File: src/rtl/lpf_decim_pkg.sv
// Shared DSP package: stream width, the legal decimation factors and the
// elaboration-time helpers used by the decimator and its phase counter.
package lpf_decim_pkg;

    // Width of every sample on the filter chain stream.
    localparam int DSP_DATA_W = 18;

    // Control view of the decimator: the state is implied by the phase count.
    typedef enum logic {
        CTRL_ACCUM,
        CTRL_DUMP
    } ctrl_e;

    // Ceiling log2, used to derive the phase width and the mean shift.
    function automatic int dsp_clog2(input int value);
        int result;
        result = 0;
        for (int span = 1; span < value; span = span * 2) begin
            result = result + 1;
        end
        return result;
    endfunction

    // Legal decimation factors are exactly 2, 4, 8 and 16; the mean is then a
    // pure shift and the accumulator width follows directly from the factor.
    function automatic bit is_legal_ratio(input int ratio);
        return (ratio == 2) || (ratio == 4) || (ratio == 8) || (ratio == 16);
    endfunction

endpackage

File: src/rtl/lpf_decim_if.sv
// Stream interface between the low-pass stage, the decimator and its consumer.
// The master side feeds samples and restart; the slave side is the decimator.
interface lpf_decim_if
    import lpf_decim_pkg::*;
#(
    parameter int RATIO = 8
);
    localparam int SHIFT = dsp_clog2(RATIO);

    logic                  clr;
    logic [DSP_DATA_W-1:0] din;
    logic                  din_valid;
    logic [DSP_DATA_W-1:0] dout;
    logic                  dout_valid;
    logic [SHIFT-1:0]      phase;

    modport master (
        output clr,
        output din,
        output din_valid,
        input  dout,
        input  dout_valid,
        input  phase
    );

    modport slave (
        input  clr,
        input  din,
        input  din_valid,
        output dout,
        output dout_valid,
        output phase
    );

endinterface

File: src/rtl/dsp_phase_cnt.sv
// Modulo-N phase counter with enable, synchronous clear and a terminal-count
// flag. Shared by the decimator and the future interpolator stages.
module dsp_phase_cnt #(
    parameter int N = 8,
    parameter int W = 3
) (
    input  logic         clk,
    input  logic         rst,
    input  logic         en_i,
    input  logic         clr_i,
    output logic [W-1:0] cnt_o,
    output logic         tc_o
);

    localparam logic [W-1:0] LAST = W'(N - 1);

    logic [W-1:0] cnt_q;
    logic [W-1:0] cnt_d;

    // Next count: clear wins, otherwise advance and wrap at the terminal value.
    always_comb begin
        cnt_d = cnt_q;
        if (clr_i) begin
            cnt_d = '0;
        end else if (en_i) begin
            cnt_d = (cnt_q == LAST) ? '0 : cnt_q + W'(1);
        end
    end

    // Count register, cleared immediately by the asynchronous reset.
    always_ff @(posedge clk or posedge rst) begin
        if (rst) begin
            cnt_q <= '0;
        end else begin
            cnt_q <= cnt_d;
        end
    end

    assign cnt_o = cnt_q;
    assign tc_o  = (cnt_q == LAST);

endmodule

File: src/rtl/lpf_decim.sv
// Integrate-and-dump decimator: sums RATIO accepted samples and emits their
// rounded mean (half up) with a one-cycle strobe, then restarts from zero.
module lpf_decim
    import lpf_decim_pkg::*;
#(
    parameter int RATIO = 8
) (
    input  logic       clk,
    input  logic       rst,
    lpf_decim_if.slave bus
);

    localparam int SHIFT = dsp_clog2(RATIO);
    localparam int ACC_W = DSP_DATA_W + SHIFT;
    localparam logic [ACC_W-1:0] ROUND_HALF = ACC_W'(RATIO / 2);

    generate
        if (!is_legal_ratio(RATIO)) begin : g_bad_ratio
            $fatal(1, "lpf_decim: RATIO must be 2, 4, 8 or 16");
        end
    endgenerate

    logic [ACC_W-1:0]      acc_q;
    logic [ACC_W-1:0]      acc_d;
    logic [DSP_DATA_W-1:0] dout_q;
    logic [DSP_DATA_W-1:0] dout_d;
    logic                  dout_valid_q;
    logic                  dout_valid_d;
    logic [ACC_W-1:0]      sum;
    logic [ACC_W-1:0]      rounded_sum;
    logic [SHIFT-1:0]      phase_w;
    logic                  phase_tc;
    logic                  accept;
    ctrl_e                 ctrl;

    // A sample counts only when valid and not overridden by a restart.
    assign accept = bus.din_valid & ~bus.clr;

    dsp_phase_cnt #(
        .N (RATIO),
        .W (SHIFT)
    ) u_phase_cnt (
        .clk   (clk),
        .rst   (rst),
        .en_i  (accept),
        .clr_i (bus.clr),
        .cnt_o (phase_w),
        .tc_o  (phase_tc)
    );

    assign ctrl = phase_tc ? CTRL_DUMP : CTRL_ACCUM;

    // Accumulate in ACCUM; in DUMP emit the rounded mean and restart from zero.
    always_comb begin
        sum          = acc_q + ACC_W'(bus.din);
        rounded_sum  = sum + ROUND_HALF;
        acc_d        = acc_q;
        dout_d       = dout_q;
        dout_valid_d = 1'b0;
        if (bus.clr) begin
            acc_d = '0;
        end else if (accept) begin
            unique case (ctrl)
                CTRL_ACCUM: begin
                    acc_d = sum;
                end
                CTRL_DUMP: begin
                    acc_d        = '0;
                    dout_d       = DSP_DATA_W'(rounded_sum >> SHIFT);
                    dout_valid_d = 1'b1;
                end
                default: begin
                    acc_d = acc_q;
                end
            endcase
        end
    end

    // Accumulator and output registers; reset drops any partial sum at once.
    always_ff @(posedge clk or posedge rst) begin
        if (rst) begin
            acc_q        <= '0;
            dout_q       <= '0;
            dout_valid_q <= 1'b0;
        end else begin
            acc_q        <= acc_d;
            dout_q       <= dout_d;
            dout_valid_q <= dout_valid_d;
        end
    end

    assign bus.dout       = dout_q;
    assign bus.dout_valid = dout_valid_q;
    assign bus.phase      = phase_w;

endmodule

File: src/flat_wrapper.sv
// flat-port wrapper written by rule: the top's interface ports become plain ports
module lpf_decim_flat import lpf_decim_pkg::*;
#(
    parameter int RATIO = 8
)
  (clk, rst, bus_clr, bus_din, bus_din_valid, bus_dout, bus_dout_valid, bus_phase);
  lpf_decim_if #(.RATIO(RATIO)) bus_i ();
  input  logic clk;
  input  logic rst;
  input wire logic [$bits(bus_i.clr)-1:0] bus_clr;
  input wire logic [$bits(bus_i.din)-1:0] bus_din;
  input wire logic [$bits(bus_i.din_valid)-1:0] bus_din_valid;
  output wire logic [$bits(bus_i.dout)-1:0] bus_dout;
  output wire logic [$bits(bus_i.dout_valid)-1:0] bus_dout_valid;
  output wire logic [$bits(bus_i.phase)-1:0] bus_phase;
  assign bus_i.clr = bus_clr;
  assign bus_i.din = bus_din;
  assign bus_i.din_valid = bus_din_valid;
  assign bus_dout = bus_i.dout;
  assign bus_dout_valid = bus_i.dout_valid;
  assign bus_phase = bus_i.phase;
  lpf_decim #(.RATIO(RATIO)) u_core (.clk(clk), .rst(rst), .bus(bus_i));
endmodule
File: config.mk
export PLATFORM = sky130hd
export DESIGN_NAME = lpf_decim_flat
export DESIGN_NICKNAME = d
export VERILOG_FILES = /design/src/rtl/lpf_decim_pkg.sv /design/src/rtl/lpf_decim_if.sv /design/src/rtl/dsp_phase_cnt.sv /design/src/rtl/lpf_decim.sv /design/src/flat_wrapper.sv
export SDC_FILE = /design/constraint.sdc
export NUM_CORES = 1
export LEC_CHECK = 0
export CAP_MARGIN = 20
export CELL_PAD_IN_SITES_DETAIL_PLACEMENT = 1
export CELL_PAD_IN_SITES_GLOBAL_PLACEMENT = 1
export CORE_MARGIN = 3
export CORE_UTILIZATION = 42
export DETAILED_ROUTE_END_ITERATION = 8
export GPL_TIMING_DRIVEN = 0
export PLACE_DENSITY_LB_ADDON = 0.1
export SYNTH_ARGS = -nofsm -noshare
export SYNTH_HDL_FRONTEND = slang
export SYNTH_SLANG_ARGS = --single-unit
File: constraint.sdc
create_clock -name clk -period 3.8 [get_ports clk]
set_input_delay 0.95 -clock clk [delete_from_list [all_inputs] [get_ports clk]]
set_output_delay 0.95 -clock clk [all_outputs]
set_load 0.02 [all_outputs]
==> run summary, run 1 <==
Status = finished, final reports clean
Kind of critical path = primary input to register
Row cnt = 30
Met2 Track Usage GR = 49.0%
Layout Nets = 458
Total CTS buffers = 5
Max-slew violations = 0
Data required time of the worst path = 4000 ps
Final hold vios = 0
Slowest-stage cell, CP = clkdlybuf4s50_1
Core Box Area = 6980 sq um
Pleak = 1.81 nW
Worst-path maximum fanout = 6
GR peak layer = met2
RePlAce Congestion = 0.811
Max-slew headroom = 49.7%
CTS root buffer = clkbuf_8
Arr. time, crit path = 3980 ps
Yosys top cell area share = 34.5%
Syn_nets = 386
Routed wire length = 10800 microns
Max incr delay on CP = 420 ps
I/O pins = 44
Post-DR wirelength/cell = 21.2 microns
Worst Hold Endpoint = u_core.bus.dout[0]
Post-DP Area = 3680 sq um
Total number of yosys warnings = 0
Critical path depth = 12
TritonCTS clock tree = done
Post-synth top flop = dfrtp_1
Number of buffers added on ports = 42
Ranking of synthesized cells by area = dfrtp_1 35%, ha_1 8.4%, nand2_1 4.6%
Tmin final = 3780 ps
DRC = 0
RSZ-0062 raised after global routing = yes
Final HPWL DP = 7140 microns
Drt first pass iters = 4
Worst Skew = 10.8 ps
Hold slack = 487 ps
Antenna fix cells = 0
Avg Inst Size Synth = 9.12 sq um
Clock Latency Late Sink = 320 ps
Crit. End Element = register
Hold Path Cell Cnt = 2
Iter 0 DRT Violations = 154
CP Buf/Inv Count = 3
DR vias = 3064
Number of global-route vias before repair = 3390
Reg-to-Reg Start = u_core.acc_q[0]
Hold_sp = u_core.bus.dout[0]
Slew of the pin with the lowest slew margin = 753 ps
Vias/cell = 6.00
Initial antenna violation count = 0
CP Launch Type = primary input
Peak VDD IR = 0.345 mV
Largest net degree at the start of global routing = 34
Clk buf depth = 2
Post-synth ARST share = 100%
Starting Density = 44.7%
Total track usage = 26.0%
Area growth, synth to finish = 36.8%
Crit path cell chain = clkdlybuf4s50_1 -> ha_2 -> o211ai_1 -> o211ai_1 -> a21o_1 -> a311o_1 -> nand4_1 -> buf_4 -> nor4b_4 -> buf_4 -> nand2_1 -> a221o_1
Largest area contributor in the netlist = dfrtp_1
Fraction of final layout cells with drive strength greater than 1 = 21.0%
Remaining global-route overflow = 0
Seq cells post-synth = 43
Worst-path clk slew = 90 ps
Mapped cell area = 3120 sq um
Number of synthesized flops with an enable pin = 0
Power Density = 410 nW/um^2
Final instance area = 4270 sq um
Yosys cell types = 60
Sequential share of the synthesized area = 34.5%
Reg2reg end = u_core.bus.dout[17]
CP delay by family, top = compound AO/OA/AOI/OAI gates
Synth cell count leaders = 43 x dfrtp_1, 38 x nand2_1, 26 x o21ai_0
FMAX = 265 MHz
Number of clock sinks = 43
Met3 usage = 3.86%
Worst-case reg-to-reg path depth = 11
Final setup fails = 0
First-pass GRT wire length = 17500 microns
Most common cell in the netlist = dfrtp_1
H-tree depth = 2
Hold Path Class = register to register
Chip width = 92.2 microns
Reg-to-reg setup timing slack = 550 ps
Syn Inst Count = 342
Die area = 8490 sq um
Final period util = 99.4%
Met1 Track Usage GR = 28.7%
ANT nets after route = 0
Maxcap violations = 0
Die Height = 92.2 microns
-- how the worst max path moves through the flow --
stage	start	end	slack, ps
2_1_floorplan	bus_din[0]	u_core.bus.dout[14]	10
3_3_place_gp	bus_din[0]	u_core.bus.dout[16]	-740
3_5_place_dp	bus_din[1]	u_core.bus.dout[15]	-850
4_1_cts	bus_din[0]	u_core.bus.dout[17]	10
5_1_grt	bus_din[2]	u_core.bus.dout[15]	-50
6_report	bus_din[4]	u_core.bus.dout[15]	20
-- worst reg2reg max path: cells and delay by family (launching register included) --
kind / cells / cell delay, ps
compound gates: 7 / 1400
buf+inv: 1 / 160
simple gates: 1 / 520
flops: 1 / 440
fa+ha+maj: 2 / 610
-- layout make-up --
cell class | instances | area (sq um)
Timing Repair Buffer | 67 | 638
Clock inverter | 3 | 23.8
Inverter | 12 | 45.0
Fill cell | 807 | 2720
Buffer | 11 | 41.3
Clock buffer | 5 | 68.8
Sequential cell | 43 | 1080
Multi-Input combinational cell | 274 | 2250
Tap cell | 96 | 120
-- kinds of logic after synthesis --
kind of cell / share of synthesized area, %
adders and majority gates: 9.07
muxes: 1.73
AOI/OAI and AO/OA: 24.2
buffers and inverters: 3.01
xor gates and xnor gates: 7.26
DFF: 34.5
and+or+nand+nor: 20.3
-- report_power, final --
part           internal (W)  switching [W]  total (W)
registers          0.000488      0.0000243   0.000513
clock network      0.000132       0.000193   0.000325
logic              0.000390       0.000522   0.000912
total               0.00101       0.000740    0.00175
-- metal layers --
metal / wire length, microns / share of wire (%) / vias to the layer above
met5: 0 / 0 / -
li1: - / - / 1409
met1: 4190 / 39 / 1551
met2: 5940 / 55 / 73
met3: 416 / 3.8 / 31
met4: 298 / 2.7 / 0
-- timing repair --
action | in CTS | in global routing
gates resized for setup | 33 | 25
buffers inserted | 21 | 3
setup endpoints to repair | 10 | 9
pin swaps | 19 | 15
hold buffers | 0 | 0
cloned | 0 | 0
endpoints found under the hold margin | 0 | 0
-- placed cells by master (no fill, tap or decap), types with 6 or more instances in the layout --
cell type / synthesis / layout
buf_4: 0 / 23
nand2b_1: 6 / 6
clkbuf_1: 11 / 10
dfrtp_1: 43 / 43
o21ai_1: 9 / 10
nor2_1: 18 / 17
a21oi_1: 11 / 8
nand3_1: 8 / 8
ha_1: 21 / 12
ha_2: 0 / 6
nand2_1: 38 / 38
a22o_1: 13 / 13
o21ai_0: 26 / 24
xnor2_1: 12 / 11
inv_1: 12 / 11
o211ai_1: 10 / 10
clkdlybuf4s50_1: 0 / 40
a21o_1: 6 / 6
-- state kept, by name, indices dropped and copies added (netlist names) --
name and cells:
u_core.bus.dout_valid 1, u_core.acc_q 21, u_core.bus.dout 18, u_core.u_phase_cnt.cnt_o 3
-- through the flow --
| stage | TNS (ps) | setup WS [ps] | instances | power, W | utilization [%] |
|---|---|---|---|---|---|
| after global placement | -6180 | -735 | 480 | 0.00117 | 52.4 |
| after detailed placement | -7140 | -845 | 481 | 0.00120 | 52.7 |
| after CTS | 0 | 11.1 | 510 | 0.00166 | 59.1 |
| after floorplan | 0 | 14.8 | 342 | 0.00101 | - |
| final | 0 | 21.0 | 511 | 0.00175 | 61.1 |
| after global routing | -111 | -51.9 | 511 | 0.00185 | 61.1 |
Power figures use the tool's default switching activity.
==> run 2: changes to the inputs <==
==> constraint.sdc (replaced) <==
create_clock -name clk -period 4.05 [get_ports clk]
set_input_delay 1.0125 -clock clk [delete_from_list [all_inputs] [get_ports clk]]
set_output_delay 1.0125 -clock clk [all_outputs]
set_load 0.01 [all_outputs]
==> run 2 against run 1 <==
Net effect:
- via count shrank 4.4%
- non-clock buffer count fell by 7
- utilization is 3.3 points lower
- clock power down 11%
- register-to-register slack gained 200 ps
- combinational power is 17% lower
- worst setup slack gained 120 ps
- routed wire length decreased by 14%
- critical path depth fell by 2
- cell count shrank 1.4%
- design area is 5.3% lower
- critical endpoint unchanged
==> run summary, run 2 (synthesis results as in run 1) <==
Antenna fix cells = 0 (unchanged)
Maxcap violations = 0 (unchanged)
Hold Path Cell Cnt = 2 (unchanged)
Iter 0 DRT Violations = 80 (-48%)
H-tree depth = 2 (unchanged)
Drt first pass iters = 4 (unchanged)
Die Height = 92.2 microns (unchanged)
Worst-path maximum fanout = 5 (-1)
Chip width = 92.2 microns (unchanged)
Final hold vios = 0 (unchanged)
Crit. End Element = register
Remaining global-route overflow = 0 (unchanged)
Clock Latency Late Sink = 310 ps (about the same)
DRC = 0 (unchanged)
Clk buf depth = 2 (unchanged)
Slew of the pin with the lowest slew margin = 718 ps (-34.4 ps)
Core Box Area = 6980 sq um (unchanged)
Number of buffers added on ports = 42 (unchanged)
Max-slew violations = 0 (unchanged)
Highest-count cells in the layout ignoring fill and taps = 43 x dfrtp_1, 41 x clkdlybuf4s50_1, 38 x nand2_1, 26 x o21ai_0, 20 x ha_1
Setup_tns = 0 ps (unchanged)
Kind of critical path = primary input to register
CP delay by family, top = compound AO/OA/AOI/OAI gates
Starting Density = 44.7% (unchanged)
Post-DR wirelength/cell = 18.4 microns (-13%)
Die area = 8490 sq um (unchanged)
Row cnt = 30 (unchanged)
ANT nets after route = 0 (unchanged)
Met3 usage = 2.71% (-1.1 points)
Area growth, synth to finish = 29.5%
Met2 Track Usage GR = 41.7% (-7.2 points)
Worst-path clk slew = 90 ps (about the same)
Fraction of final layout cells with drive strength greater than 1 = 13.7% (-7.2 points)
Cts hold-fix bufs = 0 (unchanged)
Vias/cell = 5.81 (-3.1%)
Final HPWL DP = 6800 microns (-4.8%)
Final period util = 96.5%
Initial antenna violation count = 0 (unchanged)
Met1 Track Usage GR = 26.7% (-2.0 points)
Final instance area = 4040 sq um (-5.3%)
Max reg flops = 21 (unchanged)
Reg with most FFs = u_core.acc_q
CP Buf/Inv Count = 1 (-2)
CTS root buffer = clkbuf_8
Pleak = 1.73 nW (-4.1%)
Crit-path most repeated cell = o211ai_1
Largest net degree at the start of global routing = 31 (-8.8%)
I/O pins = 44 (unchanged)
Total CTS buffers = 5 (unchanged)
Max incr delay on CP = 470 ps (+50 ps)
FMAX = 256 MHz
Post-DP Area = 3680 sq um (about the same)
Data required time of the worst path = 4250 ps (+250 ps)
Tmin final = 3910 ps
Crit path cell chain = clkdlybuf4s50_1 -> ha_1 -> o211ai_1 -> o211a_1 -> o211ai_1 -> nand4_1 -> or3_4 -> nor3_4 -> nand2_1 -> a221o_1
Layout Nets = 451 (-1.5%)
GR peak layer = met2
Power Density = 377 nW/um^2 (-8.1%)
Worst Skew = 4.75 ps (-6.03 ps)
TritonCTS clock tree = done
Max-slew headroom = 51.4% (+1.6 points)
Number of global-route vias before repair = 3151 (-7.1%)
RePlAce Congestion = 0.859 (+6.0%)
Most common cell after layout, fill and taps aside = dfrtp_1
Hold slack = 483 ps (-4.29 ps)
Routed wire length = 9280 microns (-14%)
Critical path depth = 10 (-2)
Final setup fails = 0 (unchanged)
First-pass GRT wire length = 15500 microns (-11%)
Number of clock sinks = 43 (unchanged)
RSZ-0062 raised after global routing = yes
Status = finished, final reports clean
Worst-case reg-to-reg path depth = 10 (-1)
Multi-input logic area = 2110 sq um (-6.4%)
Arr. time, crit path = 4100 ps (+120 ps)
Peak VDD IR = 0.264 mV (-24%)
Total track usage = 22.6% (-3.4 points)
Hold Path Class = register to register
Slowest-stage cell, CP = ha_1
DR vias = 2929 (-4.4%)
Register area = 1080 sq um (unchanged)
CP Launch Type = primary input
Layout fillers = 825 (+2.2%)
## run 2: per-stage QoR
stage	utilization (%)	cells	power (W)	setup WS [ps]
floorplan	-	342	0.000948	163
global placement	52.4	480	0.00110	-625
detailed placement	52.7	481	0.00112	-612
CTS	55.1	493	0.00144	-71.3
global route	57.8	504	0.00163	-79.0
finish	57.8	504	0.00152	142
## run 2: timing repair
item,CTS,global route
gates resized for setup,10,18
setup buffers,4,11
setup endpoints to repair,7,8
endpoints found under the hold margin,0,0
pin swaps,6,12
## run 2: worst paths after layout
path / slack, ps / to / startpoint
worst min register to register: 480 / u_core.bus.dout[0] / u_core.bus.dout[0]
min in group asynchronous: 1000 / u_core.bus.dout[2] / rst
worst max-delay path: 140 / u_core.bus.dout[15] / bus_din[2]
max in group asynchronous: 2560 / u_core.acc_q[9] / rst
worst max register to register: 750 / u_core.bus.dout[14] / u_core.acc_q[0]
worst min-delay path: 480 / u_core.bus.dout[0] / u_core.bus.dout[0]
## run 2: area by class of cell
type | count | share of cell area (%)
Sequential cell | 43 | 26.7
Tap cell | 96 | 2.97
Timing Repair Buffer | 58 | 13.8
Buffer | 13 | 1.21
Clock buffer | 6 | 1.80
Clock inverter | 2 | 0.310
Inverter | 12 | 1.12
Multi-Input combinational cell | 274 | 52.2
## run 2: where the power goes
group | switching, W | internal (W) | total (W)
clock network | 0.000167 | 0.000121 | 0.000288
registers | 0.0000203 | 0.000458 | 0.000478
logic | 0.000440 | 0.000315 | 0.000756
total | 0.000627 | 0.000894 | 0.00152
## run 2: per-layer routing
layer / part of all wire, % / wire, microns
met5: 0 / 0
met4: 1.8 / 163
met3: 2.7 / 249
met2: 53 / 4890
met1: 43 / 3980
## run 2: worst min-delay path, stage by stage (launching register included)
cell and delay, ps:
dfrtp_1 350, nand2_1 50, nand2_1 60
